### src/rtl/switch_allocator.sv
// Crossbar output-port allocator: round-robin arbitration per output with
// wormhole locking and per-(output,VC) credit gating.
module switch_allocator #(
  parameter int unsigned NUM_OUTPORTS = 4,
  parameter int unsigned NUM_BUFFERS  = 4,
  parameter int unsigned NUM_VCS      = 2,
  parameter int unsigned VC_DEPTH     = 8,
  localparam int unsigned OW = (NUM_OUTPORTS > 1) ? $clog2(NUM_OUTPORTS) : 1,
  localparam int unsigned BW = (NUM_BUFFERS  > 1) ? $clog2(NUM_BUFFERS)  : 1,
  localparam int unsigned VW = (NUM_VCS      > 1) ? $clog2(NUM_VCS)      : 1,
  localparam int unsigned CW = $clog2(VC_DEPTH + 1)
) (
  input  logic                                   clk,
  input  logic                                   n_rst,
  input  logic [NUM_BUFFERS-1:0]                 req_valid,
  input  logic [NUM_BUFFERS-1:0][OW-1:0]         req_outport,
  input  logic [NUM_BUFFERS-1:0][VW-1:0]         req_vc,
  input  logic [NUM_BUFFERS-1:0]                 req_tail,
  input  logic [NUM_OUTPORTS-1:0][NUM_VCS-1:0]   credit_granted,
  output logic [NUM_BUFFERS-1:0]                 grant,
  output logic [NUM_OUTPORTS-1:0]                out_valid,
  output logic [NUM_OUTPORTS-1:0][BW-1:0]        out_sel,
  output logic [NUM_OUTPORTS-1:0][NUM_VCS-1:0]   credit_avail,
  output logic                                   credit_err
);

  typedef enum logic {IDLE = 1'b0, LOCKED = 1'b1} lock_st_e;

  lock_st_e [NUM_OUTPORTS-1:0]                  lock_st_q;
  logic     [NUM_OUTPORTS-1:0][BW-1:0]          lock_in_q;
  logic     [NUM_OUTPORTS-1:0][VW-1:0]          lock_vc_q;
  logic     [NUM_OUTPORTS-1:0][BW-1:0]          rr_ptr_q;
  logic     [NUM_OUTPORTS-1:0][NUM_VCS-1:0][CW-1:0] credit_q;
  logic                                         credit_err_q;

  logic [NUM_OUTPORTS-1:0][NUM_BUFFERS-1:0]     elig;
  logic [NUM_OUTPORTS-1:0][NUM_VCS-1:0]         cred_dec;

  always_comb begin
    elig = '0;
    for (int unsigned o = 0; o < NUM_OUTPORTS; o++) begin
      for (int unsigned i = 0; i < NUM_BUFFERS; i++) begin
        elig[o][i] = req_valid[i] && (req_outport[i] == OW'(o)) &&
                     (credit_q[o][req_vc[i]] != '0) &&
                     ((lock_st_q[o] == IDLE) ||
                      ((lock_in_q[o] == BW'(i)) && (lock_vc_q[o] == req_vc[i])));
      end
    end
  end

  // A locked output only ever has its lock holder eligible, so the same
  // rotating scan serves both the locked and unlocked cases.
  always_comb begin : arbitrate
    logic          found;
    logic [BW-1:0] idx;
    out_valid = '0;
    out_sel   = '0;
    grant     = '0;
    cred_dec  = '0;
    found     = 1'b0;
    idx       = '0;
    for (int unsigned o = 0; o < NUM_OUTPORTS; o++) begin
      found = 1'b0;
      for (int unsigned k = 0; k < NUM_BUFFERS; k++) begin
        idx = BW'((32'(rr_ptr_q[o]) + k) % NUM_BUFFERS);
        if (!found && elig[o][idx]) begin
          found      = 1'b1;
          out_sel[o] = idx;
        end
      end
      if (found && n_rst) begin
        out_valid[o]                     = 1'b1;
        grant[out_sel[o]]                = 1'b1;
        cred_dec[o][req_vc[out_sel[o]]]  = 1'b1;
      end else begin
        out_sel[o] = '0;
      end
    end
  end

  always_ff @(posedge clk) begin
    if (!n_rst) begin
      lock_st_q    <= {NUM_OUTPORTS{IDLE}};
      lock_in_q    <= '0;
      lock_vc_q    <= '0;
      rr_ptr_q     <= '0;
      credit_err_q <= 1'b0;
      for (int unsigned o = 0; o < NUM_OUTPORTS; o++) begin
        for (int unsigned v = 0; v < NUM_VCS; v++) begin
          credit_q[o][v] <= CW'(VC_DEPTH);
        end
      end
    end else begin
      for (int unsigned o = 0; o < NUM_OUTPORTS; o++) begin
        if (out_valid[o]) begin
          if (req_tail[out_sel[o]]) begin
            lock_st_q[o] <= IDLE;
            rr_ptr_q[o]  <= BW'((32'(out_sel[o]) + 1) % NUM_BUFFERS);
          end else if (lock_st_q[o] == IDLE) begin
            lock_st_q[o] <= LOCKED;
            lock_in_q[o] <= out_sel[o];
            lock_vc_q[o] <= req_vc[out_sel[o]];
          end
        end
        for (int unsigned v = 0; v < NUM_VCS; v++) begin
          if (credit_granted[o][v] && !cred_dec[o][v]) begin
            if (credit_q[o][v] == CW'(VC_DEPTH)) begin
              credit_err_q <= 1'b1;
            end else begin
              credit_q[o][v] <= credit_q[o][v] + 1'b1;
            end
          end else if (cred_dec[o][v] && !credit_granted[o][v]) begin
            credit_q[o][v] <= credit_q[o][v] - 1'b1;
          end
        end
      end
    end
  end

  always_comb begin
    credit_avail = '0;
    for (int unsigned o = 0; o < NUM_OUTPORTS; o++) begin
      for (int unsigned v = 0; v < NUM_VCS; v++) begin
        credit_avail[o][v] = (credit_q[o][v] != '0);
      end
    end
  end

  assign credit_err = credit_err_q;

endmodule
### config.mk
export PLATFORM = sky130hd
export DESIGN_NAME = switch_allocator
export DESIGN_NICKNAME = d
export VERILOG_FILES = /design/src/rtl/switch_allocator.sv
export SDC_FILE = /design/constraint.sdc
export NUM_CORES = 1
export LEC_CHECK = 0
export BUFFER_PORTS_ARGS = -buffer_cell sky130_fd_sc_hd__buf_2
export CAP_MARGIN = 15
export CORE_UTILIZATION = 25
export DETAILED_ROUTE_END_ITERATION = 8
export GPL_TIMING_DRIVEN = 0
export SLEW_MARGIN = 40
export SYNTH_ARGS = -nofsm -noshare
export SYNTH_HDL_FRONTEND = slang
export SYNTH_SLANG_ARGS = --single-unit
### constraint.sdc
create_clock -name clk -period 4 [get_ports clk]
set_clock_uncertainty 0.1 [all_clocks]
set_input_delay 0.2 -clock clk [delete_from_list [all_inputs] [get_ports clk]]
set_output_delay 0.2 -clock clk [all_outputs]
set_load 0.005 [all_outputs]
==> results.sh <==
export IMPL_status="finished, final reports clean"
export IMPL_ir_drop_mv=0.203
export IMPL_via_count=4974
export IMPL_fin_crit_sh_pct=96.1
export IMPL_syn_area_per_cell_um2=8.31
export IMPL_start_util_pct=25.7
export IMPL_tritoncts="yes"
export IMPL_path_clk_slew_ps=50
export IMPL_fmax_mhz=260
export IMPL_path_max_fanout=5
export IMPL_h_tree_depth=3
export IMPL_viasPerCell=5.14
export IMPL_p_leak_nw=2.54
export IMPL_synthDistinctLibCells=96
export IMPL_slowest_delay_ps=610
export IMPL_yosysSeqAreaShare_pct=22.8
export IMPL_path_cells="or4_4 > and3_4 > o211a_1 > o2bb2a_4 > nor3b_4 > mux2i_2 > o22a_1 > nand2_2 > ha_1 > a21o_1 > a21o_1 > mux2_2 > o221ai_1"
export IMPL_area_growth_pct=28.7
export IMPL_ys_flop_type="dfxtp_1"
export IMPL_critPathArrivalTime_ps=4000
export IMPL_cts_buffer_depth=2
export IMPL_cp_common_cell="a21o_1"
export IMPL_fin_ws_ps=156
export IMPL_synth_top_cell_area_share_pct=22.8
export IMPL_finalSetupViolCount=0
export IMPL_synth_common_cells="dfxtp_1 (57), nor2_1 (55), nand2_1 (43)"
export IMPL_fin_area_um2=6440
export IMPL_gr_usage_met3_pct=3.03
export IMPL_worstSetupPathType="register to register"
export IMPL_cp_required_ps=4150
export IMPL_drive_gt1_share_pct=29.3
export IMPL_ant_nets=0
export IMPL_yosys_top_cells_area="dfxtp_1 (23%), mux2i_1 (7.6%), nor2_1 (4.1%), ha_1 (4.0%), a21oi_1 (3.5%)"
export IMPL_worstSkewPairLatency_ps=340
export IMPL_die_h_um=144
export IMPL_clock_sinks=57
export IMPL_place_area_um2=5610
export IMPL_power_mw=3.12
export IMPL_die_area_um2=20600
export IMPL_yosysMostFrequentCell="dfxtp_1"
export IMPL_hold_path_class="input port to register"
export IMPL_power_density_nw_per_um2=484
export IMPL_grt_pass1_wl_um=24700
export IMPL_ys_ff_latch=57
export IMPL_dp_slack_ps=-329
export IMPL_cts_buffers=9
export IMPL_root_buffer="clkbuf_16"
export IMPL_critPathCaptureType="register"
export IMPL_syn_instance_count=603
export IMPL_grt_pass1_vias=4536
export IMPL_io_pins=55
export IMPL_drv_cap=0
export IMPL_dr_pass1_iters=5
export IMPL_rows=51
export IMPL_ys_warn_count=0
export IMPL_synth_area_leader_cell="dfxtp_1"
export IMPL_cts_hold_buf=0
export IMPL_synth_edff_count=0
export IMPL_rsz0062_at_grt="yes"
export IMPL_wire_per_inst_um=16.6
export IMPL_ys_async_sr_fraction_pct=0
export IMPL_tns_ps=0
export IMPL_routed_wl_um=16100
export IMPL_fin_crit_ps=3840
export IMPL_slew_viol_final=0
export IMPL_core_um2=19500
export IMPL_drt_iter0_markers=422
export IMPL_drc_errors=0
export IMPL_diodes=0
export IMPL_grt_busiest_layer="met2"
export IMPL_hold_viol_final=0
export IMPL_slew_headroom_pct=51.7
export IMPL_grt_met2_usage_pct=24.0
export IMPL_fp_dieW_um=144
export IMPL_start_kind="register"
export IMPL_worstMarginPinSlew_ps=724
export IMPL_grt_max_degree=11
export IMPL_syn_num_nets=657
export IMPL_antenna_found_initial=0
export IMPL_crit_slowest_cell="or4_4"
export IMPL_final_nets=753
export IMPL_hold_ws_ps=129
export IMPL_finalWeightedCongestion=0.874
export IMPL_grt_remaining_overflow=0
export IMPL_netlist_area_um2=5010
export IMPL_grtUsageMet1_pct=21.9
export IMPL_port_buffers=52
export IMPL_gr_usage_all_layers_pct=15.8
export IMPL_hpwl_um=11900
## cell type report
type,instances,area (um^2)
Buffer,23,109
Fill cell,2043,13100
Clock inverter,3,40.0
Sequential cell,57,1150
Inverter,24,96.3
Clock buffer,12,256
Tap cell,265,332
Multi-Input combinational cell,498,3940
Timing Repair Buffer,86,519
## logic make-up after synthesis
logic type	after synthesis	synth area share [%]
and+or+nand+nor	232	25.6
AOI/OAI and AO/OA	173	26.9
DFF	57	22.8
buffers and inverters	48	4.05
muxes	47	9.72
adders and majority gates	24	7.19
xor gates and xnor gates	22	3.85
## layer usage
layer | up-vias | routed length [um] | part of all wire [%]
met5 | - | 0 | 0
met4 | 0 | 422 | 2.6
met3 | 26 | 879 | 5.5
met2 | 129 | 7190 | 45
met1 | 2368 | 7590 | 47
li1 | 2451 | - | -
## flip-flops by register name, indices dropped and copies added, names as in the netlist
register,cells
credit_q,32
lock_in_q,8
rr_ptr_q,8
lock_st_q,4
lock_vc_q,4
credit_err,1
## cells in the final DEF (no fill, tap or decap), types with 19 or more instances in the layout
cell type	count
a21oi_1	32
buf_2	58
buf_4	33
dfxtp_1	51
inv_1	19
mux2i_1	37
nand2_1	39
nor2_1	55
o21ai_0	21
## where the power goes
| group | internal [mW] | total, mW | switching, mW |
|---|---|---|---|
| registers | 0.712 | 0.903 | 0.191 |
| clock network | 0.510 | 0.784 | 0.274 |
| logic | 0.667 | 1.43 | 0.765 |
## stage by stage
stage	util, %	std cells
2_1_floorplan	-	603
3_3_place_gp	28.7	920
3_5_place_dp	28.7	920
4_1_cts	30.9	943
5_1_grt	33.0	968
6_report	33.0	968
## what timing repair did
action / in CTS / in global routing
resized for setup: 13 / 44
buffers inserted: 8 / 26
setup endpoints to repair: 8 / 11
gates cloned: 0 / 0
pin swaps: 2 / 22
## worst max-delay path: cells and delay by family (launching register included)
family	cells	cell delay [ps]
fa+ha+maj	1	280
flops	1	330
mux	2	570
simple gates	4	1250
compound gates	6	1240
## path summary, 6_finish.rpt
check | from | to | slack (ps) | cells after the start
max | credit_q[15] | credit_q[15] | 160 | 13
min reg2reg | credit_q[17] | credit_q[17] | 400 | 2
min | req_tail[1] | rr_ptr_q[3] | 130 | 3
max reg2reg | credit_q[15] | credit_q[15] | 160 | 13
No activity file was read; power rests on OpenSTA's default activity.
